<file path="src/rtl/mux_rr_arbiter_9_pkg.sv">
// Shared types and helpers for the round-robin 9:1 mux arbiter.
// Holds the grant state encoding and the select-width derivation.
package mux_rr_arbiter_9_pkg;

  localparam int MAX_N = 16;

  typedef enum logic {
    IDLE = 1'b0,
    BUSY = 1'b1
  } state_t;

  // Select width for n requesters; never narrower than one bit.
  function automatic int sel_width(input int n);
    return (n < 2) ? 1 : $clog2(n);
  endfunction

endpackage

</file>
<file path="src/rtl/mux_rr_arbiter_9_rr_pick.sv">
// Combinational wrap-around priority search: first set valid bit
// at or after ptr, wrapping N-1 -> 0.
module rr_pick_first
  import mux_rr_arbiter_9_pkg::*;
#(
  parameter int N  = 9,
  parameter int SW = sel_width(N)
) (
  input  logic [N-1:0]  valid,
  input  logic [SW-1:0] ptr,
  output logic [SW-1:0] idx,
  output logic          found
);

  int k;

  always_comb begin
    // NOTE: every output gets a default before the search loop, otherwise
    // the "no valid bit" path would hold old values and infer latches.
    idx   = '0;
    found = 1'b0;
    k     = 0;
    // Walk offsets from far to near so the nearest valid index wins last.
    for (int i = N - 1; i >= 0; i--) begin
      k = int'(ptr) + i;
      if (k >= N) k = k - N;
      if (valid[k]) begin
        idx   = SW'(k);
        found = 1'b1;
      end
    end
  end

endmodule

</file>
<file path="src/rtl/mux_rr_arbiter_9.sv">
// Round-robin arbiter/sequencer for the 9:1 datapath mux: grants one
// requester at a time for bounded bursts into a registered output stage.
module mux_rr_arbiter_9
  import mux_rr_arbiter_9_pkg::*;
#(
  parameter  int N     = 9,
  parameter  int W     = 1,
  parameter  int BURST = 4,
  localparam int SW    = sel_width(N)
) (
  input  logic            clk,
  input  logic            rst_n,
  input  logic [N-1:0]    req_valid,
  input  logic [N*W-1:0]  req_data,
  output logic [N-1:0]    req_ready,
  output logic            out_valid,
  output logic [W-1:0]    out_data,
  input  logic            out_ready,
  output logic [SW-1:0]   grant_sel,
  output logic            grant_active
);

  localparam int             CW        = $clog2(BURST + 1);
  localparam logic [CW-1:0]  LAST_BEAT = CW'(BURST - 1);
  localparam logic [SW-1:0]  LAST_IDX  = SW'(N - 1);

  state_t        state;
  logic [SW-1:0] ptr;
  logic [CW-1:0] beat_cnt;

  logic [SW-1:0] pick_idx;
  logic          pick_found;
  logic [W-1:0]  mux_data;
  logic          granted_valid;
  logic          out_space;
  logic          accept;
  logic          release_grant;

  rr_pick_first #(
    .N  (N),
    .SW (SW)
  ) u_pick (
    .valid (req_valid),
    .ptr   (ptr),
    .idx   (pick_idx),
    .found (pick_found)
  );

  // The select mux: data and valid of the granted requester.
  always_comb begin
    mux_data      = '0;
    granted_valid = 1'b0;
    for (int k = 0; k < N; k++) begin
      if (grant_sel == SW'(k)) begin
        mux_data      = req_data[k*W +: W];
        granted_valid = req_valid[k];
      end
    end
  end

  assign out_space     = !out_valid || out_ready;
  assign accept        = (state == BUSY) && granted_valid && out_space;
  assign release_grant = (state == BUSY) &&
                         (!granted_valid || (accept && beat_cnt == LAST_BEAT));
  assign grant_active  = (state == BUSY);

  always_comb begin
    req_ready = '0;
    for (int k = 0; k < N; k++) begin
      if ((state == BUSY) && (grant_sel == SW'(k))) req_ready[k] = out_space;
    end
  end

  always_ff @(posedge clk or negedge rst_n) begin
    if (!rst_n) begin
      state     <= IDLE;
      ptr       <= '0;
      beat_cnt  <= '0;
      grant_sel <= '0;
      out_valid <= 1'b0;
      out_data  <= '0;
    end else begin
      // NOTE: state uses non-blocking assignments so every branch below sees
      // this cycle's values, independent of statement order.
      if (accept) begin
        out_valid <= 1'b1;
        out_data  <= mux_data;
      end else if (out_valid && out_ready) begin
        out_valid <= 1'b0;
      end

      case (state)
        IDLE: begin
          if (pick_found) begin
            grant_sel <= pick_idx;
            beat_cnt  <= '0;
            state     <= BUSY;
          end
        end
        BUSY: begin
          if (release_grant) begin
            state    <= IDLE;
            beat_cnt <= '0;
            ptr      <= (grant_sel == LAST_IDX) ? '0 : grant_sel + 1'b1;
          end else if (accept) begin
            beat_cnt <= beat_cnt + 1'b1;
          end
        end
        default: state <= IDLE;
      endcase
    end
  end

endmodule
</file>
<file path="config.mk">
export PLATFORM = sky130hd
export DESIGN_NAME = mux_rr_arbiter_9
export DESIGN_NICKNAME = d
export VERILOG_FILES = /design/src/rtl/mux_rr_arbiter_9_pkg.sv /design/src/rtl/mux_rr_arbiter_9_rr_pick.sv /design/src/rtl/mux_rr_arbiter_9.sv
export SDC_FILE = /design/constraint.sdc
export NUM_CORES = 1
export LEC_CHECK = 0
export CAP_MARGIN = 20
export CORE_MARGIN = 3
export CORE_UTILIZATION = 45
export CTS_CLUSTER_DIAMETER = 50
export DETAILED_ROUTE_END_ITERATION = 10
export SYNTH_ARGS = -nofsm -noshare
export SYNTH_HDL_FRONTEND = slang
export SYNTH_SLANG_ARGS = --single-unit
</file>
<file path="constraint.sdc">
create_clock -name clk -period 7.55 [get_ports clk]
set_clock_uncertainty 0.15 [all_clocks]
set_input_delay 1.1325 -clock clk [delete_from_list [all_inputs] [get_ports clk]]
set_output_delay 1.1325 -clock clk [all_outputs]
set_load 0.01 [all_outputs]
</file>
**After elaboration in Yosys (flattened, before gate mapping)**

Index checks and enable logic that the tools add are counted.

- Bits in registers: 14
- Bits of input ports: 21
- Output and inout port bits: 16

- $add $sub $neg: 19
- Order comparisons: 18
- Equal/unequal tests: 11
- Mux-type cells: 91
- Bitwise operators: 1
- Reduce and logical (&&, ||, !) cells: 23

Operators with widths:

| cell | number |
|---|---|
| less-than comparator 32 x 6 -> 1 bit (second input constant) | 9 |
| 2-to-1 mux 32 bit | 9 |
| >= comparator 32 x 5 -> 1 bit (second input constant) | 8 |
| subtractor 32 x 5 -> 32 bit (second input constant) | 8 |
| 2-to-1 mux 1 bit | 58 |
| 2-to-1 mux 4 bit | 10 |
| binary-select mux 1 bit (select 4 bit) | 9 |
| adder 4 x 3 -> 5 bit (second input constant) | 4 |
| == test 4 x 3 -> 1 bit (second input constant) | 4 |
| logical AND 1 bit | 14 |
| adder 4 x 2 -> 5 bit (second input constant) | 2 |
| 2-to-1 mux 3 bit | 3 |
| == test 4 x 2 -> 1 bit (second input constant) | 2 |
| case mux 3 bit (2 select lines) | 1 |
| AND reduction 2 bit | 3 |
| adder 4 x 1 -> 5 bit (second input constant) | 1 |
| adder 4 x 4 -> 5 bit (second input constant) | 1 |
| subtractor 4 x 4 -> 5 bit (second input constant) | 1 |
| adder 4 x 1 -> 4 bit (second input constant) | 1 |
| == test 4 x 1 -> 1 bit (second input constant) | 1 |
| == test 4 bit (second input constant) | 1 |
| >= comparator 4 bit (second input constant) | 1 |
| zero test 4 bit | 1 |
| adder 3 x 1 -> 3 bit (second input constant) | 1 |
| other kinds (8) | 10 |

**Depth between registers and ports, before layout**

Gate-level depths: netlist of run 1.

- Depth after elaboration: 17
- Mapped depth: 17
- Depth with buffers taken out: 14

**Modules after synthesis**

A second synthesis of run 1 with hierarchy kept.

- Cells, all modules: 646
- Area, all modules: 4730.8 µm²

By module, submodules not included:

| module | times used | cells an instance | area an instance (µm²) | seq. area each (µm²) |
|---|---|---|---|---|
| rr_pick_first | 1 | 531 | 3654.8 | 0.0 |
| mux_rr_arbiter_9 | 1 | 115 | 1076.0 | 350.3 |

**Worst setup path after synthesis of run 1**

Ideal clock, no wire load.

- Path kind: reg2reg
- Start: reg ptr[2]
- End: reg grant_sel[0]
- Setup time: 132 ps
- Data arrival time: 4217 ps
- Data required time: 7268 ps
- Path slack: 3051 ps
- Stages on the path, launching flop included: 17
- Period minus slack after synthesis: 4499 ps
- Cells stage by stage: dfrtp_1 -> buf_4 -> buf_2 -> clkinv_1 -> ha_1 -> a21oi_1 -> ha_1 -> clkbuf_1 -> a221oi_1 -> nand2_1 -> a32o_1 -> o21a_1 -> or2_1 -> a31o_1 -> a211o_1 -> a211oi_1 -> o22ai_1

- Cells in the longest elaborated chain, start to end: 16

RTL lines:

| item | RTL line | source |
|---|---|---|
| start: declaration | mux_rr_arbiter_9.sv:28 | `logic [SW-1:0] ptr;` |
| start signal: assignment | mux_rr_arbiter_9.sv:104 | `ptr <= (grant_sel == LAST_IDX) ? '0 : grant_sel + 1'b1;` |
| adder 4 x 4 -> 5 bit | mux_rr_arbiter_9_rr_pick.sv:25 | `k = int'(ptr) + i;` |
| subtractor 32 x 5 -> 32 bit or >= comparator 32 x 5 -> 1 bit (tied branches) | mux_rr_arbiter_9_rr_pick.sv:26 | `if (k >= N) k = k - N;` |
| 2-to-1 mux 32 bit | mux_rr_arbiter_9_rr_pick.sv:26 |  |
| binary-select mux 1 bit (select 4 bit) | mux_rr_arbiter_9_rr_pick.sv:27 | `if (valid[k]) begin` |
| 2-to-1 mux 1 bit (not written as such) (2 in a row) | mux_rr_arbiter_9_rr_pick.sv:27 |  |
| 2-to-1 mux 1 bit (9 in a row) | mux_rr_arbiter_9_rr_pick.sv:27 |  |
| AND reduction 2 bit (no source line) | - |  |
| end signal: assignment | mux_rr_arbiter_9.sv:95 | `grant_sel <= pick_idx;` |
| end: declaration | mux_rr_arbiter_9.sv:19 | `output logic [SW-1:0] grant_sel,` |

Parallel ways exist; a longest one is shown, timed or not. The select of a mux whose other input is x is not followed.
A chain may end at the register's enable or synchronous reset.

**Worst setup path after layout of run 1**

- Start: reg ptr[1]
- End: reg beat_cnt[0]

- Cells in the longest elaborated chain, start to end: 17

RTL lines:

| item | RTL line | source |
|---|---|---|
| adder 4 x 4 -> 5 bit | mux_rr_arbiter_9_rr_pick.sv:25 |  |
| subtractor 32 x 5 -> 32 bit or >= comparator 32 x 5 -> 1 bit (tied branches) | mux_rr_arbiter_9_rr_pick.sv:26 |  |
| 2-to-1 mux 32 bit | mux_rr_arbiter_9_rr_pick.sv:26 |  |
| binary-select mux 1 bit (select 4 bit) | mux_rr_arbiter_9_rr_pick.sv:27 |  |
| 2-to-1 mux 1 bit (not written as such) (2 in a row) | mux_rr_arbiter_9_rr_pick.sv:27 |  |
| 2-to-1 mux 1 bit (8 in a row) | mux_rr_arbiter_9_rr_pick.sv:27 |  |
| 2-to-1 mux 1 bit (*) | mux_rr_arbiter_9_rr_pick.sv:27 |  |
| inequality test 2 bit (no source line) (*) | - |  |
| AND reduction 2 bit (no source line) (*) | - |  |
| end signal: assignment | mux_rr_arbiter_9.sv:106 | `beat_cnt <= beat_cnt + 1'b1;` |
| end: declaration | mux_rr_arbiter_9.sv:29 | `logic [CW-1:0] beat_cnt;` |

Every way passes the cells marked *; elsewhere a longest branch is shown, timed or not. The select of a mux whose other input is x is not followed.

==> flow_summary.toml, run 1 <==
[status]
status = "finished, final reports clean"

[clock_network]
clkTransAtPathRegs_ps = 60
root_buffer = "clkbuf_8"
cts.sinks = 14
cts_resized = 0
cts_setup_buffers = 0
cts-buffers-inserted = 3
ctsHtreeMaxLevel = 1
cts_tree = "done"
worstSkewPairLatency_ps = 250
ctsHoldBuffers = 0
cts_buffer_depth = 2

[job]
maxCapViolations = 0

[synth]
synth_top_area_share_pct = 8.32
synth_common_cells = "nand2_1, a21oi_1, nor2_1, ha_1, o21ai_0"
yosys-top-cells-area = "ha_1, dfrtp_1, mux2i_1"
syn_avg_cell_area_sq_um = 7.25
synth-seq-cells = 14
syn_nets = 652
synth-edff-count = 0
syn_area_sq_um = 4360
ys.flop_type = "dfrtp_1"
yosys.area.top_type = "ha_1"
ys_seq_area_share_pct = 8.04
synthMostInstantiatedCell = "nand2_1"
synthDistinctLibCells = 96
async_flop_share_pct = 100
yosysWarnings = 0
syn_inst = 601

[timing]
maxSlewHeadroom_pct = 41.1
slew_violations = 0
period_share_pct = 70.6
worst_pin_slew_ps = 883
hold_violations = 0
tns_ps = 0
finalCriticalPeriod_ps = 5330
grt_setup_unrepaired = "false"
max_freq_mhz = 188
setup_viol = 0

[setup_path]
cp_max_fo = 33
worstPathRequired_ps = 7530
crit_arrival_ps = 5310
end_kind = "register"
crit_path_start_kind = "register"
crit_type = "register to register"

[floorplan]
core_sq_um = 9330
die_area_sq_um = 10900
die_w_microns = 104
die-height_microns = 104
num_rows = 35
ios = 37
initial_core_util_pct = 46.7

[global_route]
grt_antenna_before_repair = 0
track_usage_pct = 29.4
grt_pass1_vias = 4782
grt_pass1_wl_microns = 26000
grt_max_degree = 66
overflow = 0

[finish]
areaGrowthSynthToFinish_pct = 9.27
fin_nets = 655
insertedDiodeCount = 0
layout-drive-gt1-share_pct = 7.13

[placement]
place.gp.congestion = 0.929
portBuffers = 36
dp_hpwl_microns = 12300

[worst_hold_path]
hold_class = "register to register"

[drt]
drtAntennaViolNets = 0
drtIter0Drc = 412
wire_per_inst_microns = 22.4
drc = 0
wirelength_microns = 16400
vias = 4910
drt-pass1-iter-count = 5
vias_per_cell = 6.71
layer usage:
layer | global-route usage (%) | routed length, microns | part of all wire, % | up-vias
met3 | 4.10 | 1240 | 7.5 | 43
met2 | 49.7 | 7730 | 47 | 244
met5 | 0 | 0 | 0 | -
met1 | 37.3 | 6820 | 42 | 2341
li1 | - | - | - | 2282
met4 | 12.3 | 631 | 3.8 | 0
through the flow:
stage	hold slack, ps	setup WS [ps]	utilization [%]	cell area (sq um)	std cells
final	342	2220	51.1	4760	732
after floorplan	308	3050	-	4360	601
after global routing	363	1910	51.1	4760	732
after CTS	349	2250	51.1	4760	732
after detailed placement	335	2250	50.6	4720	728
after global placement	316	2310	50.6	4720	728
sequential cells by signal, indices dropped and copies added (netlist names):
| signal | count |
|---|---|
| grant_sel | 4 |
| ptr | 4 |
| beat_cnt | 3 |
| grant_active | 1 |
| out_data | 1 |
| out_valid | 1 |
kinds of logic (layout without fill, tap and decap cells):
kind of cell | count (synthesis) | count (layout) | share of synthesized area [%]
xor+xnor | 12 | 12 | 2.58
fa+ha+maj | 30 | 30 | 8.78
compound gates | 223 | 223 | 38.2
mux | 34 | 34 | 8.41
simple gates | 217 | 217 | 26.9
buf+inv | 71 | 73 | 7.12
flops | 14 | 14 | 8.04
worst max-delay path, cell delays in order, from the launching register on:
cell and delay [ps]:
dfrtp_1 920, inv_1 510, ha_1 430, buf_4 260, inv_1 450, nor2_1 280, a211oi_1 300, o221ai_1 140
o41a_1 540, a21oi_4 230, nand4_4 140, o31ai_4 350, nand3_2 160, mux2_1 330
layout by cell type, fill, tap and decap left out, types with 10 or more instances in the layout:
cell	n
nor2b_1	10
nor3_1	21
nor2_1	36
a21oi_1	38
nand2_1	54
dfrtp_1	13
o22ai_1	12
nand3_1	17
a211oi_1	17
o21ai_0	29
mux2i_1	22
clkdlybuf4s50_1	36
ha_1	29
inv_1	25
nand2b_1	14
and2_1	18
cell type report:
cell class                      count  area (sq um)
Clock buffer                        4          45.0
Fill cell                         968          4560
Inverter                           27           101
Multi-Input combinational cell    516          3700
Sequential cell                    14           352
Tap cell                          129           161
Timing Repair Buffer               42           405
path summary, 6_finish.rpt:
| path | to | startpoint | cells after the start | slack, ps |
|---|---|---|---|---|
| setup / recovery | beat_cnt[0] | ptr[1] | 13 | 2220 |
| hold / removal | beat_cnt[2] | beat_cnt[2] | 1 | 340 |
| setup reg to reg | beat_cnt[0] | ptr[1] | 13 | 2220 |
| hold reg to reg | beat_cnt[2] | beat_cnt[2] | 1 | 340 |
| max in group asynchronous | ptr[0] | rst_n | 1 | 5670 |
| min in group asynchronous | out_data | rst_n | 1 | 1130 |
Power of run 1 is left out: the tool's default activity adds up to more than one toggle a clock period on the data nets, which glitch-free logic cannot reach.
==> run 2: changes to the inputs <==
==> constraint.sdc (replaced) <==
create_clock -name clk -period 5.2 [get_ports clk]
set_clock_uncertainty 0.15 [all_clocks]
set_input_delay 0.78 -clock clk [delete_from_list [all_inputs] [get_ports clk]]
set_output_delay 0.78 -clock clk [all_outputs]
set_load 0.01 [all_outputs]
==> run 2 against run 1 <==
  * Cell count grew 2.0%
  * First-iteration DRC count grew 5.1%
  * Utilization grew 1.2 points
  * Worst setup slack lost 1800 ps
  * Critical path depth is the same
  * Critical path type unchanged
  * Clock-buffer cell count is the same
  * Maximum frequency grew 11%
  * Sequential share of layout area shrank 0.17 points
  * Non-clock buffer count grew 15
==> flow_summary.toml, run 2 (same netlist as run 1, synthesis figures left out) <==
[status]
status = "finished, final reports clean"

[setup_path]
path_cells = "clkinv_1, ha_1, a21oi_1, ha_1, a221oi_1, nand2_1, a32o_1, o21a_1, or2_1, a31o_1, a211o_1, a211oi_1, o22ai_1"
worst-r2r-setup-slack_ps = 410
crit_slowest_cell = "a221oi_1"
worstPathRequired_ps = 5160
crit_type = "register to register"
crit_arrival_ps = 4750
worstRegToRegCells = 13
end_kind = "register"
path_buf_inv = 1
crit_path_start_kind = "register"
crit_top_cell = "ha_1"
cp_max_fo = 14
worstSetupPathDepth = 13
max_stage_delay_ps = 660
critical-path-top-delay-family = "compound AO/OA/AOI/OAI gates"

[job]
maxCapViolations = 0

[timing]
hold_violations = 0
max_freq_mhz = 209
worst_pin_slew_ps = 760
period_share_pct = 92.1
grt_setup_unrepaired = "false"
maxSlewHeadroom_pct = 48.9
setup_viol = 0
finalCriticalPeriod_ps = 4790
layout_setup_ws_ps = 409
slew_violations = 0
tns_ps = 0

[drt]
vias = 5071
wirelength_microns = 16200
vias_per_cell = 6.79
wire_per_inst_microns = 21.7
met3_length_microns = 1430
drc = 0
highest_layer = "met4"
m1WireLength_microns = 6520
met2_length_microns = 7490
drt-pass1-iter-count = 5
drtIter0Drc = 433
drtAntennaViolNets = 0

[finish]
insertedDiodeCount = 0
final_common_cell = "nand2_1"
layout.cells.non_filler = 747
reg_top3 = "grant_sel (4), ptr (4), beat_cnt (3)"
areaGrowthSynthToFinish_pct = 11.9
fin_area_sq_um = 4880
fin_nets = 670
layout_common_cells = "nand2_1, a21oi_1, nor2_1, clkdlybuf4s50_1"
layout-drive-gt1-share_pct = 9.39

[placement]
placed_area_sq_um = 4830
numPlacedInstances = 743
place.gp.congestion = 1.06
portBuffers = 36
dp_hpwl_microns = 12500
pre_cts_ws_ps = 530

[global_route]
track_usage_pct = 28.9
grt_max_degree = 43
overflow = 0
grt_pass1_vias = 4825
grt_antenna_before_repair = 0
grt_pass1_wl_microns = 25600

[clock_network]
cts.sinks = 14
cts_setup_buffers = 0
worstSkewPairLatency_ps = 240
root_buffer = "clkbuf_8"
clkTransAtPathRegs_ps = 50
cts-buffers-inserted = 3
ctsHoldBuffers = 0
cts_resized = 0
ctsHtreeMaxLevel = 1
cts_buffer_depth = 2
cts_tree = "done"

[worst_hold_path]
holdPathStages = 1
hold_class = "register to register"

[floorplan]
num_rows = 35
initial_core_util_pct = 46.7
core_sq_um = 9330
ios = 37
die_area_sq_um = 10900
die-height_microns = 104
die_w_microns = 104
==> run 2: final timing paths <==
kind,endpoint,from
setup / recovery,grant_sel[0],ptr[2]
max in group asynchronous,ptr[0],rst_n
hold / removal,beat_cnt[2],beat_cnt[2]
min in group asynchronous,out_data,rst_n
hold reg to reg,beat_cnt[2],beat_cnt[2]
setup reg to reg,grant_sel[0],ptr[2]
==> run 2: area by class of cell <==
type                       count  area (sq um)
tap                          129           161
fill                         958          4450
clock buffer                   4          45.0
inverter                      27           101
sequential                    14           352
timing repair buffer          57           518
multi-input combinational    516          3700
==> run 2: stage by stage <==
| step | util, % | hold slack [ps] |
|---|---|---|
| floorplan | - | 308 |
| global placement | 51.8 | 317 |
| detailed placement | 51.8 | 325 |
| CTS | 52.3 | 338 |
| global route | 52.3 | 379 |
| finish | 52.3 | 333 |
==> run 2: metal layers <==
layer  GRT usage [%]  up-vias
met4            13.9        0
li1                -     2321
met2            48.6      294
met5               0        -
met3            4.47       72
met1            36.1     2384
Power of run 2 is left out for the same reason.
==> run 3: changes to the inputs <==
--- a/config.mk
+++ b/config.mk
@@ -6,9 +6,11 @@
 export NUM_CORES = 1
 export LEC_CHECK = 0
 export CAP_MARGIN = 20
-export CORE_MARGIN = 3
+export CORE_ASPECT_RATIO = 1.75
+export CORE_MARGIN = 2
 export CORE_UTILIZATION = 45
 export CTS_CLUSTER_DIAMETER = 50
+export CTS_CLUSTER_SIZE = 12
 export DETAILED_ROUTE_END_ITERATION = 10
 export SYNTH_ARGS = -nofsm -noshare
 export SYNTH_HDL_FRONTEND = slang
==> run 3 against run 2 <==
  * Non-clock buffer count increased by 3
  * Utilization decreased by 0.17 points
  * First-iteration DRC count increased by 18%
  * Register-to-register slack improved by 90 ps
  * Clock-buffer cell count unchanged
  * Hold slack improved by 10 ps
  * Cell count decreased by 0.54%
  * Via count increased by 0.83%
  * Largest cell class unchanged
  * Highest routed layer unchanged
==> flow_summary.toml, run 3 (same netlist as run 1, synthesis figures left out) <==
[job]
maxCapViolations = 0

[finish]
layout-drive-gt1-share_pct = 9.98
layout_common_cells = "nand2_1, a21oi_1, nor2_1, clkdlybuf4s50_1"
areaGrowthSynthToFinish_pct = 13.2
reg_top3 = "grant_sel (4), ptr (4), beat_cnt (3)"
final_common_cell = "nand2_1"
fin_area_sq_um = 4930
insertedDiodeCount = 0
layout.cells.non_filler = 743
fin_nets = 673

[global_route]
grt_pass1_wl_microns = 27100
grt_max_degree = 32
grt_pass1_vias = 4907
grt_antenna_before_repair = 0
track_usage_pct = 33.1
overflow = 0

[timing]
setup_viol = 0
grt_setup_unrepaired = "false"
max_freq_mhz = 213
period_share_pct = 90.4
finalCriticalPeriod_ps = 4700
slew_violations = 0
tns_ps = 0
worst_pin_slew_ps = 895
maxSlewHeadroom_pct = 40.3
hold_violations = 0

[floorplan]
core_sq_um = 9470
initial_core_util_pct = 46.0
ios = 37
die-height_microns = 134
num_rows = 47
die_area_sq_um = 10500
die_w_microns = 78.4

[drt]
vias = 5113
drtIter0Drc = 510
wire_per_inst_microns = 23.7
drt-pass1-iter-count = 7
drc = 0
drtAntennaViolNets = 0
vias_per_cell = 6.88
wirelength_microns = 17600

[status]
status = "finished, final reports clean"

[clock_network]
cts_buffer_depth = 2
cts_resized = 0
root_buffer = "clkbuf_16"
cts-buffers-inserted = 3
ctsHtreeMaxLevel = 1
clkTransAtPathRegs_ps = 50
cts_setup_buffers = 0
cts.sinks = 14
ctsHoldBuffers = 0
cts_tree = "done"
worstSkewPairLatency_ps = 250

[setup_path]
cp_max_fo = 15
crit_path_start_kind = "register"
crit_arrival_ps = 4680
crit_type = "register to register"
worstPathRequired_ps = 5180
end_kind = "register"

[placement]
placed_area_sq_um = 4840
dp_hpwl_microns = 13800
portBuffers = 36
numPlacedInstances = 739
place.gp.congestion = 1.07

[worst_hold_path]
hold_class = "register to register"
run 3: cell types whose count changed in the layout (fill, tap and decap cells not counted), sizes merged:
| cell | delta |
|---|---|
| buf | +3 |
run 3: critical path, cell delays in order (launching register included):
cell      delay (ps)
dfrtp_1          650
ha_1             590
xor2_1           700
o21ai_0          210
o211ai_2         330
mux2_2           390
a211o_1          360
a21oi_4          250
nand4_4          130
o31ai_4          320
nand3_2          160
mux2_1           340
run 3: path summary, 6_finish.rpt:
| kind | start | end | slack, ps | cells after the start |
|---|---|---|---|---|
| worst max-delay path | ptr[2] | beat_cnt[1] | 500 | 11 |
| worst min-delay path | beat_cnt[2] | beat_cnt[2] | 340 | 1 |
| worst max register to register | ptr[2] | beat_cnt[1] | 500 | 11 |
| worst min register to register | beat_cnt[2] | beat_cnt[2] | 340 | 1 |
| max in group asynchronous | rst_n | ptr[0] | 3520 | 1 |
| min in group asynchronous | rst_n | grant_sel[3] | 840 | 1 |
run 3: through the flow:
stage	setup slack, ps	util [%]	hold WS [ps]
after global placement	572	51.2	317
after CTS	551	52.1	342
after floorplan	701	-	308
after detailed placement	569	51.2	329
after global routing	328	52.1	387
final	501	52.1	343
run 3: final cells by class:
| cell class | count | area [sq um] |
|---|---|---|
| fillers | 939 | 4530 |
| multi-input cells | 516 | 3700 |
| repair buffers | 60 | 541 |
| flip-flops and latches | 14 | 352 |
| well taps | 122 | 153 |
| inverters | 27 | 101 |
| clock buffers | 4 | 88.8 |
run 3: metal layers:
layer | global-route usage [%] | wire, microns | vias up | part of all wire (%)
met5 | 0 | 0 | - | 0
met4 | 22.1 | 1360 | 0 | 7.7
met3 | 3.30 | 1030 | 75 | 5.9
met2 | 58.0 | 8760 | 305 | 50
met1 | 37.4 | 6460 | 2403 | 37
li1 | - | - | 2330 | -
Power of run 3 is left out for the same reason.
